## src/rtl/spi_arb_pkg.sv

```systemverilog
`default_nettype none
// ============================================================================
//  Module   : spi_arb_pkg
//  Purpose  : Shared encodings for the SPI master arbiter: the arbiter's own
//             state encoding and the IO engine's idle state code.
//  Revision : 1.0  initial release
// ============================================================================
package spi_arb_pkg;

  typedef enum logic [1:0] {
    SPI_ARB_IDLE  = 2'd0,
    SPI_ARB_SEND  = 2'd1,
    SPI_ARB_WAIT  = 2'd2,
    SPI_ARB_DRAIN = 2'd3
  } spi_arb_state_e;

  // State code reported by the SPI master IO engine when it is idle
  localparam logic [2:0] SPI_IO_IDLE = 3'b000;

endpackage : spi_arb_pkg
`default_nettype wire

```

## src/rtl/spi_arb_rr.sv

```systemverilog
`default_nettype none
// ============================================================================
//  Module   : spi_arb_rr
//  Purpose  : Combinational round-robin priority picker. Searches req from
//             last_owner+1 upward, wrapping modulo N, and reports the first
//             set bit.
//  Ports    : req        [N]     request vector
//             last_owner [IDXW]  index of the previous owner
//             sel        [N]     one-hot selection
//             idx        [IDXW]  encoded selection
//             any        1       at least one request present
//  Revision : 1.0  initial release
// ============================================================================
module spi_arb_rr
  import spi_arb_pkg::*;
#(
  parameter int N    = 4,
  parameter int IDXW = (N > 1) ? $clog2(N) : 1
) (
  input  logic [N-1:0]    req,
  input  logic [IDXW-1:0] last_owner,
  output logic [N-1:0]    sel,
  output logic [IDXW-1:0] idx,
  output logic            any
);

  always_comb begin
    logic [IDXW:0]   sum;
    logic [IDXW-1:0] cand;
    sel  = '0;
    idx  = '0;
    any  = 1'b0;
    sum  = '0;
    cand = '0;
    // Candidate k steps after last_owner; k = N revisits last_owner itself last.
    for (int k = 1; k <= N; k++) begin
      sum = {1'b0, last_owner} + (IDXW+1)'(k);
      if (sum >= (IDXW+1)'(N)) begin
        sum = sum - (IDXW+1)'(N);
      end
      cand = sum[IDXW-1:0];
      if (!any && req[cand]) begin
        any       = 1'b1;
        sel[cand] = 1'b1;
        idx       = cand;
      end
    end
  end

endmodule : spi_arb_rr
`default_nettype wire

```

## src/rtl/spi_master_arb.sv

```systemverilog
`default_nettype none
// ============================================================================
//  Module   : spi_master_arb
//  Purpose  : Shares one SPI master IO engine between N requesters. Latches a
//             1..8 byte transaction from the round-robin winner, feeds it to
//             the engine's FIFO-style byte port, waits for the end-of-transfer
//             pulse and returns the 64-bit receive word to the owner.
//  Ports    : clk, nreset              clock, async active-low reset
//             req/req_len/req_data     per-requester transaction inputs
//             gnt/done                 one-hot accept / completion pulses
//             rsp_data                 receive word, held until next done
//             busy                     not idle
//             io_dout/io_empty/io_read engine byte (FIFO) interface
//             io_spi_state             engine state, 3'b000 = idle
//             io_rx_access/io_rx_data  engine end-of-transfer and rx word
//  Revision : 1.0  initial release
// ============================================================================
module spi_master_arb
  import spi_arb_pkg::*;
#(
  parameter int N = 4
) (
  input  logic              clk,
  input  logic              nreset,
  input  logic [N-1:0]      req,
  input  logic [3*N-1:0]    req_len,
  input  logic [64*N-1:0]   req_data,
  output logic [N-1:0]      gnt,
  output logic [N-1:0]      done,
  output logic [63:0]       rsp_data,
  output logic              busy,
  output logic [7:0]        io_dout,
  output logic              io_empty,
  input  logic              io_read,
  input  logic [2:0]        io_spi_state,
  input  logic              io_rx_access,
  input  logic [63:0]       io_rx_data
);

  localparam int IDXW = (N > 1) ? $clog2(N) : 1;

  spi_arb_state_e  state_q, state_d;
  logic [IDXW-1:0] owner_q, owner_d;
  logic [IDXW-1:0] last_owner_q, last_owner_d;
  logic [63:0]     data_q, data_d;
  logic [2:0]      len_q, len_d;
  logic [3:0]      cnt_q, cnt_d;
  logic [N-1:0]    gnt_q, gnt_d;
  logic [N-1:0]    done_q, done_d;
  logic [63:0]     rsp_data_q, rsp_data_d;
  logic [7:0]      io_dout_q, io_dout_d;

  logic [N-1:0]    w_sel;
  logic [IDXW-1:0] w_idx;
  logic            w_any;
  logic            w_last;
  logic [63:0]     w_data_arr [N];
  logic [2:0]      w_len_arr  [N];
  logic [7:0]      w_byte_arr [8];

  for (genvar gi = 0; gi < N; gi++) begin : g_unpack
    assign w_data_arr[gi] = req_data[64*gi +: 64];
    assign w_len_arr[gi]  = req_len[3*gi +: 3];
  end

  for (genvar gb = 0; gb < 8; gb++) begin : g_bytes
    assign w_byte_arr[gb] = data_q[8*gb +: 8];
  end

  spi_arb_rr #(
    .N    (N),
    .IDXW (IDXW)
  ) u_rr (
    .req        (req),
    .last_owner (last_owner_q),
    .sel        (w_sel),
    .idx        (w_idx),
    .any        (w_any)
  );

  // All bytes of the latched transaction have been handed out
  assign w_last = (cnt_q == ({1'b0, len_q} + 4'd1));

  // The grant cycle still reports empty so the first byte is offered one
  // cycle after gnt; any pop attempted in that cycle is ignored.
  assign io_empty = (state_q != SPI_ARB_SEND) || (gnt_q != '0) || w_last;
  assign busy     = (state_q != SPI_ARB_IDLE);
  assign gnt      = gnt_q;
  assign done     = done_q;
  assign rsp_data = rsp_data_q;
  assign io_dout  = io_dout_q;

  always_comb begin
    state_d      = state_q;
    owner_d      = owner_q;
    last_owner_d = last_owner_q;
    data_d       = data_q;
    len_d        = len_q;
    cnt_d        = cnt_q;
    gnt_d        = '0;
    done_d       = '0;
    rsp_data_d   = rsp_data_q;
    io_dout_d    = io_dout_q;

    case (state_q)
      SPI_ARB_IDLE: begin
        if (w_any) begin
          owner_d = w_idx;
          data_d  = w_data_arr[w_idx];
          len_d   = w_len_arr[w_idx];
          gnt_d   = w_sel;
          cnt_d   = '0;
          state_d = SPI_ARB_SEND;
        end
      end
      SPI_ARB_SEND: begin
        if (w_last) begin
          state_d = SPI_ARB_WAIT;
        end else if (io_read && !io_empty) begin
          io_dout_d = w_byte_arr[cnt_q[2:0]];
          cnt_d     = cnt_q + 4'd1;
        end
      end
      SPI_ARB_WAIT: begin
        if (io_rx_access) begin
          rsp_data_d   = io_rx_data;
          done_d       = {{(N-1){1'b0}}, 1'b1} << owner_q;
          last_owner_d = owner_q;
          state_d      = SPI_ARB_DRAIN;
        end
      end
      SPI_ARB_DRAIN: begin
        // Hold off the next grant until the engine leaves its margin state
        if (io_spi_state == SPI_IO_IDLE) begin
          state_d = SPI_ARB_IDLE;
        end
      end
      default: begin
        state_d = SPI_ARB_IDLE;
      end
    endcase
  end

  always_ff @(posedge clk or negedge nreset) begin
    if (!nreset) begin
      state_q      <= SPI_ARB_IDLE;
      owner_q      <= '0;
      last_owner_q <= IDXW'(N-1);
      data_q       <= '0;
      len_q        <= '0;
      cnt_q        <= '0;
      gnt_q        <= '0;
      done_q       <= '0;
      rsp_data_q   <= '0;
      io_dout_q    <= '0;
    end else begin
      state_q      <= state_d;
      owner_q      <= owner_d;
      last_owner_q <= last_owner_d;
      data_q       <= data_d;
      len_q        <= len_d;
      cnt_q        <= cnt_d;
      gnt_q        <= gnt_d;
      done_q       <= done_d;
      rsp_data_q   <= rsp_data_d;
      io_dout_q    <= io_dout_d;
    end
  end

endmodule : spi_master_arb
`default_nettype wire

```

## config.mk

```make
export PLATFORM = sky130hd
export DESIGN_NAME = spi_master_arb
export DESIGN_NICKNAME = d
export VERILOG_FILES = /design/src/rtl/spi_arb_pkg.sv /design/src/rtl/spi_arb_rr.sv /design/src/rtl/spi_master_arb.sv
export SDC_FILE = /design/constraint.sdc
export NUM_CORES = 1
export LEC_CHECK = 0
export BUFFER_PORTS_ARGS = -buffer_cell sky130_fd_sc_hd__buf_2
export CAP_MARGIN = 20
export CORE_AREA = 2 2 164 166
export DETAILED_ROUTE_END_ITERATION = 10
export DIE_AREA = 0 0 166 168
export PLACE_DENSITY = 0.75
export SKIP_CTS_REPAIR_TIMING = 1
export SYNTH_ARGS = -nofsm -noshare
export SYNTH_HDL_FRONTEND = slang
export SYNTH_SLANG_ARGS = --single-unit
```

## constraint.sdc

```tcl
create_clock -name clk -period 10.4 [get_ports clk]
set_clock_uncertainty 0.15 [all_clocks]
set_input_delay 1.56 -clock clk [delete_from_list [all_inputs] [get_ports clk]]
set_output_delay 1.56 -clock clk [all_outputs]
set_load 0.01 [all_outputs]
```

==> summary.txt, run 1 <==
Yosys
  • Syn Inst Count: 876
  • Synth top area cells: dfrtp_1 42%, mux2i_1 8.4%, mux2_2 8.0%
  • Ys flop type: dfrtp_1
  • Async set-reset flop share out of synthesis: 100%
  • Distinct cells, synth: 54
  • Top cell type's share of synthesized area: 42.2%
  • YS warnings: 0
  • Mapped Area: 0.00919 sq mm
  • #FFs+latches synth: 157
  • Post-synth EDFFs: 0
  • Post-Syn Nets: 1233
  • Synth area leader: dfrtp_1
  • Avg Inst Size Synth: 10.5 sq um
  • Register area share after synthesis: 42.8%

Route
  • M1 wire length: 12.5 mm
  • Via/cell ratio: 5.25
  • WL met3: 1.83 mm
  • Pre-antenna DRT Iters: 5
  • Via count: 8421
  • Iteration-0 DRC Markers: 597
  • Routed wl met2: 15.5 mm
  • Total Wirelength: 30.4 mm
  • Residual DRC: 0
  • Drt wl/cell: 18.9 um
  • Number of routed nets with antenna violations: 0
  • Max layer used: met4

Worst hold path
  • WHS Path Cells: 2
  • Worst Hold Path EP: data_q[45]
  • Hold WC Path Type: reg -> reg
  • Worst hold start: data_q[45]

Timing
  • Min Tclk post-route: 4590 ps
  • Setup TNS: 0 ps
  • Final setup vio count: 0
  • Max transition margin: 33.8%
  • Unrepaired setup endpoints after global routing: no
  • Pins Over Slew Limit: 0
  • Final hold violation count: 0
  • Maximum clock rate: 0.218 GHz
  • Final period util: 44.2%
  • Slew @ Worst Pin: 993 ps

Clock tree
  • TritonCTS clock tree: yes
  • CTS H-Tree Depth: 4
  • Longest Clk Path Bufs: 2
  • Root Driver: clkbuf_16
  • CTS Buf Count: 17
  • Clk_lat worst skew: 420 ps
  • Clk sinks: 157
  • Clk slew on worst S/H paths: 70 ps

Worst setup path
  • Worst reg2reg path depth: 9
  • Required @ worst endpoint: 10520 ps
  • Crit path largest cell delay: 730 ps
  • CP max FO: 68
  • Reg-to-Reg Start: last_owner_q[0]
  • CP arrival: 4720 ps
  • Critical path, cell by cell: buf_2 -> mux4_2 -> o21bai_1 -> and3_2 -> buf_4 -> nor2_8 -> buf_4 -> mux2i_1 -> o211ai_2
  • CP Launch Type: input port
  • R2r setup slk: 5920 ps
  • Slowest CP cell: buf_4
  • WS Path Type: in -> reg
  • Crit path capture type: flip-flop
  • Cell mode on critical path: buf_4
  • Reg2reg end: data_q[44]

Global route
  • Largest net degree at the start of global routing: 83
  • All-Layer GR Usage: 21.3%
  • Antenna violations before repair: 2
  • First-pass GRT wire length: 46.7 mm
  • Overflow after GRT: 0
  • Vias in the first global route: 8420

Final layout
  • Multi-input logic area: 0.00484 sq mm
  • Post-layout util: 45.8%
  • Nets: 1605
  • Fill cells: 2472
  • Layout cells sized above 1: 45.4%
  • Sequential cell area: 0.00393 sq mm
  • Area grow syn2layout: 31.3%

Job
  • Maxcap violations: 0

Placed design
  • Routability cong.: 0.851
  • DP Wirelength: 22.6 mm
  • Port-buffer cells: 424

Die
  • DIE AREA: 0.0279 sq mm
  • Die Y: 168 um
  • Chip Width: 166 um
  • Row cnt: 60
  • Core ar.: 0.0264 sq mm
  • IO Pins: 425
  • Initial core utilization: 34.9%

Pwr
  • Max VDD drop: 142 uV
  • Pwr/cell area: 312 mW/mm^2
  • Leakage: 0.00577 uW
  • Total Power: 3770 uW

Status
  • Status: completed
[Yosys cell counts (3+ instances only)]
| cell type | count |
|---|---|
| dfrtp_1 | 155 |
| buf_12 | 4 |
| a21oi_1 | 13 |
| ha_1 | 14 |
| buf_1 | 7 |
| o221ai_1 | 3 |
| a31oi_1 | 3 |
| buf_6 | 3 |
| mux2_2 | 65 |
| inv_1 | 9 |
| o211ai_1 | 58 |
| or3_1 | 3 |
| nand2b_1 | 3 |
| o211ai_2 | 10 |
| buf_4 | 3 |
| and3_1 | 3 |
| clkbuf_1 | 50 |
| o21ai_0 | 75 |
| nor2_1 | 21 |
| a22oi_1 | 4 |
| nand2_1 | 83 |
| a21o_1 | 68 |
| buf_2 | 13 |
| a221oi_1 | 5 |
| a211oi_1 | 3 |
| mux4_2 | 19 |
| nand3_1 | 69 |
| mux2i_1 | 77 |
[layer usage]
| layer | vias to the layer above | global-route usage (%) |
|---|---|---|
| met5 | - | 0 |
| li1 | 3982 | - |
| met1 | 4028 | 26.6 |
| met3 | 28 | 3.86 |
| met4 | 0 | 6.50 |
| met2 | 383 | 37.8 |
[state kept, by name, summed over array words and instances (netlist names)]
signal        cells
rsp_data         64
io_dout           8
data_q           64
gnt               4
owner_q           2
len_q             3
cnt_q             4
done              4
last_owner_q      2
state_q           2
[logic make-up after synthesis]
kind of cell | Yosys count | share of synthesized area (%)
AOI/OAI and AO/OA | 253 | 19.0
DFF | 157 | 42.8
xor gates and xnor gates | 3 | 0.286
adders and majority gates | 14 | 1.91
buffers and inverters | 91 | 5.09
and+or+nand+nor | 197 | 9.87
muxes | 161 | 21.0
[critical path, delay by kind of cell]
kind | cells | cell delay [ps]
AO/OA/AOI/OAI | 2 | 340
AND/OR/NAND/NOR | 2 | 590
multiplexers | 2 | 880
buffers and inverters | 3 | 1190
[area by class of cell]
| cell class | count | share of cell area, % |
|---|---|---|
| tap | 341 | 3.54 |
| antenna | 1 | 0.0207 |
| multi-input combinational | 628 | 40.1 |
| timing repair buffer | 434 | 18.3 |
| sequential | 157 | 32.6 |
| clock inverter | 14 | 1.64 |
| inverter | 10 | 0.311 |
| clock buffer | 18 | 3.56 |
[worst max-delay path by stage]
stage | from | to | slack (ps)
after detailed placement | req[2] | data_q[51] | 5390
after floorplan | req[0] | data_q[42] | 6660
after CTS | req[2] | data_q[51] | 5850
after global placement | req[2] | data_q[44] | 5530
final | req[2] | data_q[44] | 5810
after global routing | last_owner_q[0] | data_q[30] | 5680
[stage by stage]
| stage | std cells | worst slack (ps) | area (sq um) | hold slack (ps) |
|---|---|---|---|---|
| after floorplan | 876 | 6660 | 9190 | 302 |
| after global placement | 1570 | 5530 | 11400 | 317 |
| after detailed placement | 1570 | 5390 | 11400 | 322 |
| after CTS | 1602 | 5850 | 12100 | 341 |
| after global routing | 1602 | 5680 | 12100 | 364 |
| final | 1603 | 5810 | 12100 | 338 |
[placed cells by master (no fill, tap or decap), drive strengths merged, types with 5 or more instances in the layout]
cell type | Yosys | final
o211ai | 68 | 68
mux2i | 77 | 77
a21oi | 13 | 13
inv | 10 | 18
nand3 | 69 | 69
o21ai | 76 | 76
mux4 | 19 | 19
buf | 31 | 434
nor2 | 22 | 22
dfrtp | 155 | 155
mux2 | 65 | 65
ha | 14 | 14
nand2 | 83 | 83
clkbuf | 50 | 18
a21o | 68 | 68
a221oi | 5 | 5
[where the power goes]
| part | switching [uW] | leakage [uW] | internal, uW | total [uW] |
|---|---|---|---|---|
| combinational | 1110 | 0.00355 | 863 | 1980 |
| clock | 288 | 0.000309 | 390 | 677 |
| sequential | 201 | 0.00191 | 913 | 1110 |
No activity file was read; power rests on OpenSTA's default activity.
==> inputs of run 2 (changes only) <==
- ABC_AREA: not set -> 1
- CORE_AREA: 2 2 164 166 -> 2 2 166 168
- DIE_AREA: 0 0 166 168 -> 0 0 168 170
- PLACE_DENSITY: 0.75 -> 0.82
- clock period: 10.4 -> 3.7 ns (I/O delays scaled with it)
==> summary.txt, run 2 <==
Status
  • Status: completed

Timing
  • Setup TNS: 0 ps (unchanged)
  • Pins Over Slew Limit: 0 (unchanged)
  • Max transition margin: 33.4% (-0.39 points)
  • Min Tclk post-route: 3390 ps
  • Worst hold slack: 171 ps (-167 ps)
  • Final period util: 91.6%
  • Unrepaired setup endpoints after global routing: no
  • Maximum clock rate: 0.295 GHz
  • Slew @ Worst Pin: 997 ps (+4.34 ps)
  • Final setup vio count: 0 (unchanged)
  • Final hold violation count: 0 (unchanged)

Yosys
  • YS warnings: 0 (unchanged)
  • Ys flop type: dfrtp_1
  • Post-Syn Nets: 1991 (+61%)
  • Most numerous cell in the Yosys netlist: nand2_1
  • Register area share after synthesis: 37.5% (-5.3 points)
  • Top cell type's share of synthesized area: 37.0% (-5.3 points)
  • #FFs+latches synth: 157 (unchanged)
  • Avg Inst Size Synth: 6.42 sq um (-39%)
  • Synth area leader: dfrtp_1
  • Post-synth top cells: 624 x nand2_1, 279 x inv_1, 158 x nand3_1, 155 x dfrtp_1, 117 x nand4_1
  • Async set-reset flop share out of synthesis: 100% (unchanged)
  • Post-synth EDFFs: 0 (unchanged)
  • Syn Inst Count: 1634 (+87%)
  • Distinct cells, synth: 37 (-31%)
  • Synth top area cells: dfrtp_1 37%, nand2_1 22%, inv_1 10%
  • Mapped Area: 0.0105 sq mm (+14%)

Final layout
  • Non-Filler Instances: 2344 (+46%)
  • Layout cells sized above 1: 24.9% (-21 points)
  • Final instance area: 0.0135 sq mm (+11%)
  • Fill cells: 2688 (+8.7%)
  • Leading cell type in the layout, fill and taps excluded: nand2_1
  • Nets: 2346 (+46%)
  • Most frequent cells in the layout: 622 x nand2_1, 423 x buf_2, 279 x inv_1
  • Area grow syn2layout: 28.2%

Global route
  • Antenna violations before repair: 2 (unchanged)
  • Largest net degree at the start of global routing: 117 (+41%)
  • Vias in the first global route: 10998 (+31%)
  • Met2 Use GR: 42.8% (+5.0 points)
  • GR peak layer: met2
  • GR Util met3: 3.93% (+0.075 points)
  • All-Layer GR Usage: 24.2% (+2.8 points)
  • First-pass GRT wire length: 55.6 mm (+19%)
  • Overflow after GRT: 0 (unchanged)
  • Routing usage on met1: 30.3% (+3.7 points)

Route
  • Via/cell ratio: 5.00 (-4.9%)
  • Via count: 11715 (+39%)
  • Iteration-0 DRC Markers: 812 (+36%)
  • Residual DRC: 0 (unchanged)
  • Number of routed nets with antenna violations: 0 (unchanged)
  • Pre-antenna DRT Iters: 5 (unchanged)
  • Total Wirelength: 35.7 mm (+18%)
  • Drt wl/cell: 15.2 um (-20%)

Pwr
  • Pwr/cell area: 1100 mW/mm^2 (+250%)
  • Leakage: 0.00831 uW (+44%)
  • Max VDD drop: 1200 uV (+750%)

Worst setup path
  • Reg-to-Reg Start: last_owner_q[0]
  • WS Path Type: reg -> reg
  • Required @ worst endpoint: 3900 ps (-6620 ps)
  • Setup crit end: data_q[7]
  • Worst Setup SP: last_owner_q[0]
  • Worst reg2reg path depth: 13 (+4)
  • CP max FO: 26 (-62%)
  • Crit path capture type: flip-flop
  • R2r setup slk: 310 ps (-5610 ps)
  • Reg2reg end: data_q[7]
  • CP Launch Type: flip-flop
  • CP arrival: 3590 ps (-1130 ps)

Die
  • Row cnt: 60 (unchanged)
  • Die Y: 170 um (+1.2%)
  • DIE AREA: 0.0286 sq mm (+2.4%)
  • Initial core utilization: 39.4% (+4.5 points)
  • Chip Width: 168 um (+1.2%)
  • IO Pins: 425 (unchanged)
  • Core ar.: 0.0267 sq mm (+1.1%)

Clock tree
  • Longest Clk Path Bufs: 2 (unchanged)
  • Root Driver: clkbuf_16
  • Clk sinks: 157 (unchanged)
  • Clk_lat worst skew: 420 ps (about the same)
  • CTS H-Tree Depth: 4 (unchanged)
  • Clk slew on worst S/H paths: 80 ps (about the same)
  • TritonCTS clock tree: yes
  • CTS Buf Count: 17 (unchanged)

Placed design
  • Placed Area: 0.0128 sq mm (+12%)
  • Placed cells: 2308 (+47%)
  • DP Wirelength: 26.2 mm (+16%)
  • Routability cong.: 0.872 (+2.5%)
  • Port-buffer cells: 424 (unchanged)

Worst hold path
  • Hold WC Path Type: in -> reg

Job
  • Maxcap violations: 0 (unchanged)
run 2: cell types whose count changed in the layout (fill, tap and decap cells not counted), sizes merged, moves of 10 or more:
| cell | change |
|---|---|
| a21o | -68 |
| inv | +271 |
| mux2 | -65 |
| mux2i | -77 |
| mux4 | -19 |
| nand2 | +548 |
| nand3 | +91 |
| nand4 | +115 |
| nor2 | +19 |
| o211ai | -68 |
| o21ai | -10 |
| o22ai | +11 |
| or2 | +21 |
run 2: power by group:
part           total [uW]  internal [uW]  switching (uW)
logic                9880           3290            6580
registers            3100           2570             527
clock network        1780            922             860
run 2: critical path, stage by stage, from the launching register on:
cell and delay (ps):
dfstp_2 700, inv_4 130, ha_1 410, inv_1 120, nand2_2 110, nand2_4 70, nor2_4 170, nand2_1 220
o21ai_4 650, buf_12 260, nand3_1 100, nand2_1 60, nand2_1 50, nand2_1 110
run 2: stage by stage:
| stage | worst slack (ps) | utilization (%) | total power (uW) |
|---|---|---|---|
| after floorplan | 1090 | - | 10200 |
| after global placement | 395 | 48.0 | 12700 |
| after detailed placement | 220 | 48.0 | 12900 |
| after CTS | 162 | 50.3 | 14700 |
| after global routing | 122 | 50.5 | 16200 |
| final | 311 | 50.5 | 14800 |
run 2: cell families (layout without fill, tap and decap cells):
kind of cell,after synthesis,count (layout),synth area share (%)
other,0,1,0
xor gates and xnor gates,4,4,0.334
buffers and inverters,389,756,14.8
and+or+nand+nor,974,974,40.6
DFF,157,157,37.5
adders and majority gates,14,14,1.67
AOI/OAI and AO/OA,96,97,5.13
run 2: worst min path at each step:
stage | cells after the start | slack, ps | start | to
2_1_floorplan | 0 | 110 | nreset | cnt_q[0]
3_3_place_gp | 2 | 310 | rsp_data[36] | rsp_data[36]
3_5_place_dp | 2 | 310 | rsp_data[57] | rsp_data[57]
4_1_cts | 1 | -130 | nreset | gnt[2]
5_1_grt | 3 | 160 | io_rx_data[48] | rsp_data[48]
6_report | 3 | 170 | io_rx_data[54] | rsp_data[54]
run 2: cell type report:
class	instances	area, sq um	area share, %
inverters	283	1060	7.92
clock buffers	17	425	3.16
repair buffers	441	2350	17.4
flip-flops and latches	157	3930	29.2
multi-input cells	1089	5060	37.6
diodes	1	2.50	0.0186
clock inverters	15	190	1.41
well taps	341	427	3.17
run 2: per-layer routing:
layer / routed length [um] / vias up / share of wire, %
li1: - / 5796 / -
met1: 15000 / 5370 / 42
met2: 17700 / 491 / 50
met3: 2170 / 56 / 6.1
met4: 872 / 2 / 2.4
met5: 7 / - / 0.020
